===== config.mk =====
export PLATFORM = sky130hd
export DESIGN_NAME = odu_chid_scheduler
export DESIGN_NICKNAME = d
export VERILOG_FILES = /design/src/rtl/odu_sched_pkg.sv /design/src/rtl/odu_timeout_cnt.sv /design/src/rtl/odu_chid_scheduler.sv
export SDC_FILE = /design/constraint.sdc
export NUM_CORES = 1
export LEC_CHECK = 0
export ABC_CLOCK_PERIOD_IN_PS = 5200
export CORE_MARGIN = 2
export CORE_UTILIZATION = 51
export DETAILED_ROUTE_END_ITERATION = 6
export GPL_TIMING_DRIVEN = 0
export PLACE_DENSITY_LB_ADDON = 0.25
export SETUP_SLACK_MARGIN = 0.3
export SLEW_MARGIN = 20
export SYNTH_ARGS = -nofsm -noshare
export SYNTH_HDL_FRONTEND = slang
export SYNTH_HIERARCHICAL = 1
export SYNTH_SLANG_ARGS = --single-unit

===== constraint.sdc =====
create_clock -name clk -period 5.2 [get_ports clk]
set_input_delay 1.04 -clock clk [delete_from_list [all_inputs] [get_ports clk]]
set_output_delay 1.04 -clock clk [all_outputs]
set_load 0.05 [all_outputs]

===== src/rtl/odu_sched_pkg.sv =====
`default_nettype none
// ============================================================================
//  Module      : odu_sched_pkg
//  Description : Shared constants and FSM state encodings for the ODU
//                channel-ID scheduler.
//  Revision    : 1.0 - initial release
// ============================================================================
package odu_sched_pkg;

    localparam int NUM_CHID     = 80;
    localparam int CHID_WIDTH   = 7;
    localparam int DONE_TIMEOUT = 1024;

    // Scheduler states, 2-bit encoding
    localparam logic [1:0] c_st_idle      = 2'd0;
    localparam logic [1:0] c_st_scan      = 2'd1;
    localparam logic [1:0] c_st_issue     = 2'd2;
    localparam logic [1:0] c_st_wait_done = 2'd3;

endpackage
`default_nettype wire


===== src/rtl/odu_timeout_cnt.sv =====
`default_nettype none
// ============================================================================
//  Module      : odu_timeout_cnt
//  Description : Saturating cycle counter guarding the wait for a datapath
//                completion. o_expire is asserted while enabled on the
//                DONE_TIMEOUT-th counted cycle (count value DONE_TIMEOUT-1).
//  Revision    : 1.0 - initial release
// ============================================================================
module odu_timeout_cnt #(
    parameter int DONE_TIMEOUT = 1024
) (
    input  logic clk,
    input  logic rst,
    input  logic i_clear,
    input  logic i_enable,
    output logic o_expire
);

    localparam int                 c_cnt_w = (DONE_TIMEOUT > 1) ? $clog2(DONE_TIMEOUT) : 1;
    localparam logic [c_cnt_w-1:0] c_last  = c_cnt_w'(DONE_TIMEOUT - 1);

    logic [c_cnt_w-1:0] r_cnt_q;
    logic [c_cnt_w-1:0] w_cnt_d;

    // Next count: clear wins, otherwise count up and hold at the last value
    always_comb begin
        w_cnt_d = r_cnt_q;
        if (i_clear) begin
            w_cnt_d = '0;
        end else if (i_enable && (r_cnt_q != c_last)) begin
            w_cnt_d = r_cnt_q + 1'b1;
        end
    end

    // Count register
    always_ff @(posedge clk) begin
        if (rst) begin
            r_cnt_q <= '0;
        end else begin
            r_cnt_q <= w_cnt_d;
        end
    end

    assign o_expire = i_enable && (r_cnt_q == c_last);

endmodule
`default_nettype wire


===== src/rtl/odu_chid_scheduler.sv =====
`default_nettype none
// ============================================================================
//  Module      : odu_chid_scheduler
//  Description : Round-robin scheduler walking the enabled channel-ID map,
//                issuing one generate request per enabled channel over a
//                valid/ready handshake and waiting for the completion pulse
//                (or a timeout) before moving on. Enable/type maps are
//                snapshotted at start and at every pass wrap.
//  Revision    : 1.0 - initial release
// ============================================================================
module odu_chid_scheduler
    import odu_sched_pkg::*;
#(
    parameter int NUM_CHID     = odu_sched_pkg::NUM_CHID,
    parameter int CHID_WIDTH   = odu_sched_pkg::CHID_WIDTH,
    parameter int DONE_TIMEOUT = odu_sched_pkg::DONE_TIMEOUT
) (
    input  logic                  clk,
    input  logic                  rst,
    input  logic [NUM_CHID-1:0]   cfg_enable_vec,
    input  logic [NUM_CHID-1:0]   cfg_type_vec,
    input  logic                  cfg_start,
    output logic                  gen_valid,
    output logic [CHID_WIDTH-1:0] gen_chid,
    output logic                  gen_type,
    input  logic                  gen_ready,
    input  logic                  gen_done,
    output logic                  status_gen_data,
    output logic                  pass_done,
    output logic                  err_timeout
);

    localparam logic [CHID_WIDTH-1:0] c_ptr_last = CHID_WIDTH'(NUM_CHID - 1);

    logic [1:0]            r_state_q,     w_state_d;
    logic [CHID_WIDTH-1:0] r_ptr_q,       w_ptr_d;
    logic [NUM_CHID-1:0]   r_en_snap_q,   w_en_snap_d;
    logic [NUM_CHID-1:0]   r_type_snap_q, w_type_snap_d;
    logic                  r_valid_q,     w_valid_d;
    logic [CHID_WIDTH-1:0] r_chid_q,      w_chid_d;
    logic                  r_type_q,      w_type_d;
    logic                  r_status_q,    w_status_d;
    logic                  r_pass_q,      w_pass_d;
    logic                  r_err_q,       w_err_d;

    logic w_advance;
    logic w_tmo_clear;
    logic w_tmo_enable;
    logic w_tmo_expire;

    odu_timeout_cnt #(
        .DONE_TIMEOUT (DONE_TIMEOUT)
    ) u_timeout_cnt (
        .clk      (clk),
        .rst      (rst),
        .i_clear  (w_tmo_clear),
        .i_enable (w_tmo_enable),
        .o_expire (w_tmo_expire)
    );

    // Next-state logic: FSM transitions, pointer advance with pass wrap,
    // and next values for every registered output
    always_comb begin
        w_state_d     = r_state_q;
        w_ptr_d       = r_ptr_q;
        w_en_snap_d   = r_en_snap_q;
        w_type_snap_d = r_type_snap_q;
        w_valid_d     = r_valid_q;
        w_chid_d      = r_chid_q;
        w_type_d      = r_type_q;
        w_err_d       = r_err_q;
        w_pass_d      = 1'b0;
        w_advance     = 1'b0;
        w_tmo_clear   = 1'b1;
        w_tmo_enable  = 1'b0;

        case (r_state_q)
            c_st_idle: begin
                if (cfg_start) begin
                    w_ptr_d       = '0;
                    w_en_snap_d   = cfg_enable_vec;
                    w_type_snap_d = cfg_type_vec;
                    w_err_d       = 1'b0;
                    w_state_d     = c_st_scan;
                end
            end
            c_st_scan: begin
                if (!cfg_start) begin
                    w_state_d = c_st_idle;
                end else if (r_en_snap_q[r_ptr_q]) begin
                    w_chid_d  = r_ptr_q;
                    w_type_d  = r_type_snap_q[r_ptr_q];
                    w_valid_d = 1'b1;
                    w_state_d = c_st_issue;
                end else begin
                    w_advance = 1'b1;
                end
            end
            c_st_issue: begin
                // Request is held until accepted, regardless of cfg_start
                if (gen_ready) begin
                    w_valid_d = 1'b0;
                    if (gen_done) begin
                        w_advance = 1'b1;
                        w_state_d = c_st_scan;
                    end else begin
                        w_state_d = c_st_wait_done;
                    end
                end
            end
            c_st_wait_done: begin
                w_tmo_clear  = 1'b0;
                w_tmo_enable = 1'b1;
                if (gen_done || w_tmo_expire) begin
                    if (!gen_done) begin
                        w_err_d = 1'b1;
                    end
                    w_advance = 1'b1;
                    w_state_d = cfg_start ? c_st_scan : c_st_idle;
                end
            end
            default: begin
                w_state_d = c_st_idle;
            end
        endcase

        // Leaving the last channel closes the pass and loads fresh config
        if (w_advance) begin
            if (r_ptr_q == c_ptr_last) begin
                w_ptr_d       = '0;
                w_pass_d      = 1'b1;
                w_en_snap_d   = cfg_enable_vec;
                w_type_snap_d = cfg_type_vec;
            end else begin
                w_ptr_d = r_ptr_q + 1'b1;
            end
        end

        w_status_d = (w_state_d != c_st_idle);
    end

    // State and output registers
    always_ff @(posedge clk) begin
        if (rst) begin
            r_state_q     <= c_st_idle;
            r_ptr_q       <= '0;
            r_en_snap_q   <= '0;
            r_type_snap_q <= '0;
            r_valid_q     <= 1'b0;
            r_chid_q      <= '0;
            r_type_q      <= 1'b0;
            r_status_q    <= 1'b0;
            r_pass_q      <= 1'b0;
            r_err_q       <= 1'b0;
        end else begin
            r_state_q     <= w_state_d;
            r_ptr_q       <= w_ptr_d;
            r_en_snap_q   <= w_en_snap_d;
            r_type_snap_q <= w_type_snap_d;
            r_valid_q     <= w_valid_d;
            r_chid_q      <= w_chid_d;
            r_type_q      <= w_type_d;
            r_status_q    <= w_status_d;
            r_pass_q      <= w_pass_d;
            r_err_q       <= w_err_d;
        end
    end

    assign gen_valid       = r_valid_q;
    assign gen_chid        = r_chid_q;
    assign gen_type        = r_type_q;
    assign status_gen_data = r_status_q;
    assign pass_done       = r_pass_q;
    assign err_timeout     = r_err_q;

endmodule
`default_nettype wire


* After elaboration in Yosys (flattened, before gate mapping) *
Index checks and enable logic that the tools add are counted.

storage, ports and cells
  register bits = 191
  bits of input ports = 165
  output and inout port bits = 12
  word-level logic and storage cells = 83

cells by class
  add/subtract/negate cells = 2
  $lt $le $gt $ge = 1
  eq/ne operators = 12
  muxes and demuxes = 40
  bitwise gates (word level) = 2
  reduce and logical (&&, ||, !) cells = 15

operators with widths
  cell                                                 count
  two-way mux 80 bit                                   8
  two-way mux 7 bit                                    4
  two-way mux 1 bit                                    16
  binary-select mux 1 bit (select 7 bit)               2
  two-way mux 2 bit                                    6
  != test 2 bit, second input constant                 6
  adder 10 x 1 -> 10 bit, second input constant        1
  equality test 10 bit, second input constant          1
  != test 10 bit, second input constant                1
  nonzero test 2 bit                                   5
  < comparator 7 x 8 -> 1 bit, second input constant   1
  case mux 2 bit (4 select lines)                      1
  AND reduction 4 bit                                  2
  adder 7 x 1 -> 7 bit, second input constant          1
  equality test 7 bit, second input constant           1
  equality test 2 bit, second input constant           2
  case mux 1 bit (2 select lines)                      2
  OR reduction 2 bit                                   2
  case mux 1 bit (3 select lines)                      1
  AND reduction 3 bit                                  1
  equality test 2 x 1 -> 1 bit, second input constant  1
  logical AND 1 bit                                    2
  zero test 2 bit                                      1
  NOT 1 bit                                            2
  2 further kinds                                      2

* Longest topological paths before layout *
  depth after elaboration = 8
  depth in mapped cells = 15
  mapped depth without buffers = 11

* By module *
The synthesis kept the hierarchy.

modules (own cells, without submodules)
  module              instances  cells each  area an instance (um^2)  seq. area each (um^2)
  odu_chid_scheduler  1          738         8,036.5                  3,623.5
  odu_timeout_cnt     1          59          529.3                    200.2

* Worst setup path after synthesis *
Ideal clock, no wire load.

  path kind = reg-to-reg
  start point = register r_state_q[1]
  end point = register r_en_snap_q[72]
  library setup time = 0.128 ns
  arrival = 2.455 ns
  required time = 5.072 ns
  slack = 2.618 ns
  cell stages (with the launch flop) = 16
  path buffers = 4
  period minus slack after synthesis = 2.582 ns
  cells stage by stage = dfxtp_1 clkbuf_1 nand2_1 inv_1 and3_1 nand3_1 nor2_1 o21ai_0 nand2_1 nand2_1 o2bb2ai_1 buf_2 buf_6 buf_6 mux2i_1 nor2_1

on the way
  cells in the longest elaborated chain, start to end = 7
  elaborated cells between the ends (all ways) = 12
  classes of those cells = eq/ne: 3; mux: 6; reduce/logical: 3

RTL lines
  item                             line                       text
  from (decl)                      odu_chid_scheduler.sv:35   logic [1:0] r_state_q, w_state_d;
  from (signal assigned)           odu_chid_scheduler.sv:145  r_state_q <= c_st_idle;
  from (signal assigned)           odu_chid_scheduler.sv:156  r_state_q <= w_state_d;
  equality test 2 bit              odu_chid_scheduler.sv:77   case (r_state_q)
  two-way mux 1 bit                odu_chid_scheduler.sv:77
  logical AND 1 bit                odu_timeout_cnt.sv:44      assign o_expire = i_enable && (r_cnt_q == c_last);
  named net w_tmo_expire           odu_chid_scheduler.sv:49   logic w_tmo_expire;
  logical OR 1 bit                 odu_chid_scheduler.sv:114  if (gen_done || w_tmo_expire) begin
  two-way mux 1 bit                odu_chid_scheduler.sv:114
  case mux 1 bit (3 select lines)  odu_chid_scheduler.sv:77
  two-way mux 80 bit               odu_chid_scheduler.sv:128  if (w_advance) begin
  to (signal assigned)             odu_chid_scheduler.sv:158  r_en_snap_q <= w_en_snap_d;
  to (decl)                        odu_chid_scheduler.sv:37   logic [NUM_CHID-1:0] r_en_snap_q, w_en_snap_d;

The timed path passes the listed nets, and every way through them passes these cells.
A chain may end at the register's enable or synchronous reset.

* Worst setup path after layout *
  start point = register r_state_q[1]
  end point = register r_type_snap_q[2]

on the way
  cells in the longest elaborated chain, start to end = 7
  elaborated cells between the ends (all ways) = 12
  classes of those cells = eq/ne: 3; mux: 6; reduce/logical: 3

RTL lines
  item                             line                       text
  equality test 2 bit              odu_chid_scheduler.sv:77
  two-way mux 1 bit                odu_chid_scheduler.sv:77
  logical AND 1 bit                odu_timeout_cnt.sv:44
  named net w_tmo_expire           odu_chid_scheduler.sv:49
  logical OR 1 bit                 odu_chid_scheduler.sv:114
  two-way mux 1 bit                odu_chid_scheduler.sv:114
  case mux 1 bit (3 select lines)  odu_chid_scheduler.sv:77
  two-way mux 80 bit               odu_chid_scheduler.sv:128
  to (signal assigned)             odu_chid_scheduler.sv:159  r_type_snap_q <= w_type_snap_d;
  to (decl)                        odu_chid_scheduler.sv:38   logic [NUM_CHID-1:0] r_type_snap_q, w_type_snap_d;

The timed path passes the listed nets, and every way through them passes these cells.

==> metrics.cfg <==
[outcome]
outcome=completed

[routing]
drc=0
antenna_left=0
first_pass_iters=5
drtIter0Drc=359
vias_per_cell=5.284
vias=6473
wl_per_cell_um=16.90
wirelength_um=20710

[grt]
grt_pass1_wl_um=32680
track_usage_pct=23.66
grt_overflow=0
grt_antenna_before_repair=0
grt_pass1_vias=6390
grt_max_degree=19

[timing]
setup_violations=0
hold_ws_ps=483.0
final_max_slew_viol_count=0
period_minus_slack_ps=3163
hold_violations=0
slew_headroom_pct=51.78
max_freq_ghz=0.3162
final.setup.tns_ps=0
fin_crit_sh_pct=60.83
rsz0062_at_grt=false
skew_ps=9.024
worst_slew_pin_slew_ps=723.3

[setup_path]
end_kind=flop
cp_data_required_time_ps=5510
r2r_slack_ps=2040
r2r_start=r_state_q[1]
start_kind=flop
critical_path_arrival_ps=3470
path_max_fanout=10
crit_type=flop to flop
r2r-end=r_type_snap_q[2]
r2r_cells=15

[synth]
syn_nets=964
yosys.cell_types.count=54
synthArstFlopShare_pct=0
syn_area_sq_um=8566
ys_ff_latch=191
synth_edf_count=0
ys_seq_area_share_pct=44.64
yosys_warnings=6
synthCells=797
ys.flop_type=dfxtp_1
synth_area_per_cell_sq_um=10.75

[cells_and_area]
layout.area.seq_sq_um=3824
num-fill-cells=1344
final_net_count=1159
areaGrowthSynthToFinish_pct=30.79
diodes=0
multi_input_area_sq_um=4339
drive_gt1_share_pct=11.14

[worst_hold_path]
hold_path_class=flop to flop
min-delay-start=err_timeout
worstHoldPathCells=1
min_to=err_timeout

[floorplanning]
rows=47
core_sq_um=16520
start_util_pct=51.84
pin_count=177
dieArea_sq_um=17850
die_h_um=133.6
die_w_um=133.6

[clock_network]
clkSinkCount=191
cts_resized=0
path_clk_slew_ps=70
insertion_delay_ps=440
postCtsHoldBufs=0
cts_htree_levels=4
clk_path_buf_depth=2
cts_root_buf=clkbuf_16
cts_buffers=17
post_cts_buffers=0
cts_tree=yes

[power]
p_per_area_nw_per_um2=300.2
irDropWorstVdd_v=0.0002378
p_leak_nw=4.417

[placed_design]
gp_congestion=0.8327
io_buffers=176
dp_hpwl_um=15180

[run]
cap_violations=0

worst max path at each step:
stage | start | endpoint | slack (ps)
after CTS | r_ptr_q[1] | gen_type | 2000
after global placement | r_ptr_q[1] | gen_type | 2020
after global routing | r_state_q[1] | r_type_snap_q[21] | 1740
final | r_state_q[1] | r_type_snap_q[2] | 2040
after floorplan | r_state_q[1] | r_en_snap_q[72] | 2620
after detailed placement | r_ptr_q[1] | gen_type | 2020
critical path, stage by stage, from the launching register on:
cell,delay (ps)
dfxtp_1,310
clkbuf_1,330
nand2_1,170
inv_1,160
and3_1,230
nand3_1,140
nor2_1,160
o21ai_0,160
nand2_1,190
nand2_1,70
o2bb2ai_1,140
buf_2,230
buf_6,230
buf_6,200
mux2i_1,220
nor2_1,60
state kept, by name, indices dropped and copies added (netlist names):
register,count
err_timeout,1
gen_valid,1
status_gen_data,1
r_type_snap_q,80
pass_done,1
gen_type,1
gen_chid,7
u_timeout_cnt/r_cnt_q,10
r_ptr_q,7
r_en_snap_q,80
r_state_q,2
per-layer routing:
| layer | track usage (%) | routed length (um) |
|---|---|---|
| met2 | 39.78 | 9994 |
| met4 | 6.442 | 282 |
| met1 | 30.98 | 9470 |
| met5 | 0 | 0 |
| met3 | 5.137 | 958 |
cells in the final DEF (no fill, tap or decap), types with 3 or more instances in the layout:
cell,synthesis,routed
clkinvlp_4,0,4
mux4_2,35,35
mux2i_1,184,184
dfxtp_1,191,191
nor2b_1,6,6
clkbuf_16,0,17
and3_1,3,3
buf_4,9,9
buf_2,10,10
clkbuf_1,28,28
xnor2_1,3,3
o21ai_0,8,8
inv_6,0,3
nand4_1,3,3
nand2b_1,5,5
nor2_1,192,192
buf_6,14,14
a21oi_1,5,5
o2bb2ai_1,3,3
mux4_1,5,5
a211oi_1,4,4
nor4_1,4,4
nand3_1,11,11
inv_1,6,6
inv_8,0,4
nand2_1,19,19
nor3_1,4,4
clkdlybuf4s50_1,0,176
a22oi_1,4,4
Yosys cell counts, types with 2 or more instances:
library cell  count  area [sq um]
ha_1              2         25.02
a211oi_1          4         30.03
a21oi_1           5         25.02
mux2i_1         184          1842
nand3_1          11         55.05
a31oi_1           2         12.51
or3_1             2         12.51
o21ai_0           8         40.04
and4_1            2         17.52
buf_6            14         157.7
nor2_1          192         720.7
o21a_1            2         15.01
nand2_1          19         71.32
xor2_1            2         17.52
dfxtp_1         191          3824
xnor2_1           3         26.28
a22oi_1           4         30.03
and3_1            3         18.77
buf_2            10         50.05
a211o_1           2         17.52
and4b_1           2         20.02
nand4_1           3         18.77
nor4_1            4         25.02
inv_1             6         22.52
or2_2             2         12.51
nor3_1            4         20.02
o2bb2ai_1         3         26.28
mux4_1            5         131.4
nor3b_1           2         15.01
clkbuf_1         28         105.1
nand2b_1          5         31.28
nor2b_1           6         37.54
buf_4             9         67.56
nor4b_1           2         17.52
mux4_2           35         788.3
area by class of cell:
| type | count | area share, % |
|---|---|---|
| plain buffers | 61 | 3.395 |
| well taps | 220 | 2.457 |
| clock buffers | 17 | 3.797 |
| repair buffers | 176 | 15.72 |
| multi-input cells | 539 | 38.73 |
| clock inverters | 15 | 1.564 |
| inverters | 6 | 0.2010 |
| flip-flops and latches | 191 | 34.13 |
through the flow:
stage          cell area (sq um)  setup WS [ps]  total power, mW  std cells  util, %
6_report                   11200           2037            3.364       1225    67.80
4_1_cts                    11200           2000            3.379       1225    67.80
3_3_place_gp               10600           2023            2.046       1193    64.16
3_5_place_dp               10600           2018            2.054       1193    64.16
5_1_grt                    11200           1741            3.475       1225    67.80
2_1_floorplan               8566           2618            1.860        797        -
where the power goes:
| part | switching (mW) | internal (mW) | total [mW] |
|---|---|---|---|
| logic | 0.180 | 0.261 | 0.441 |
| clock network | 0.617 | 0.725 | 1.34 |
| registers | 0.0390 | 1.54 | 1.58 |
| total | 0.836 | 2.53 | 3.36 |
cells by family after synthesis:
group	after synthesis	synth area share (%)
AOI/OAI and AO/OA	42	3.944
xor gates and xnor gates	5	0.5113
adders and majority gates	2	0.2921
buffers and inverters	67	4.703
DFF	191	44.64
muxes	224	32.24
and+or+nand+nor	266	13.67
No activity file was read; power rests on OpenSTA's default activity.
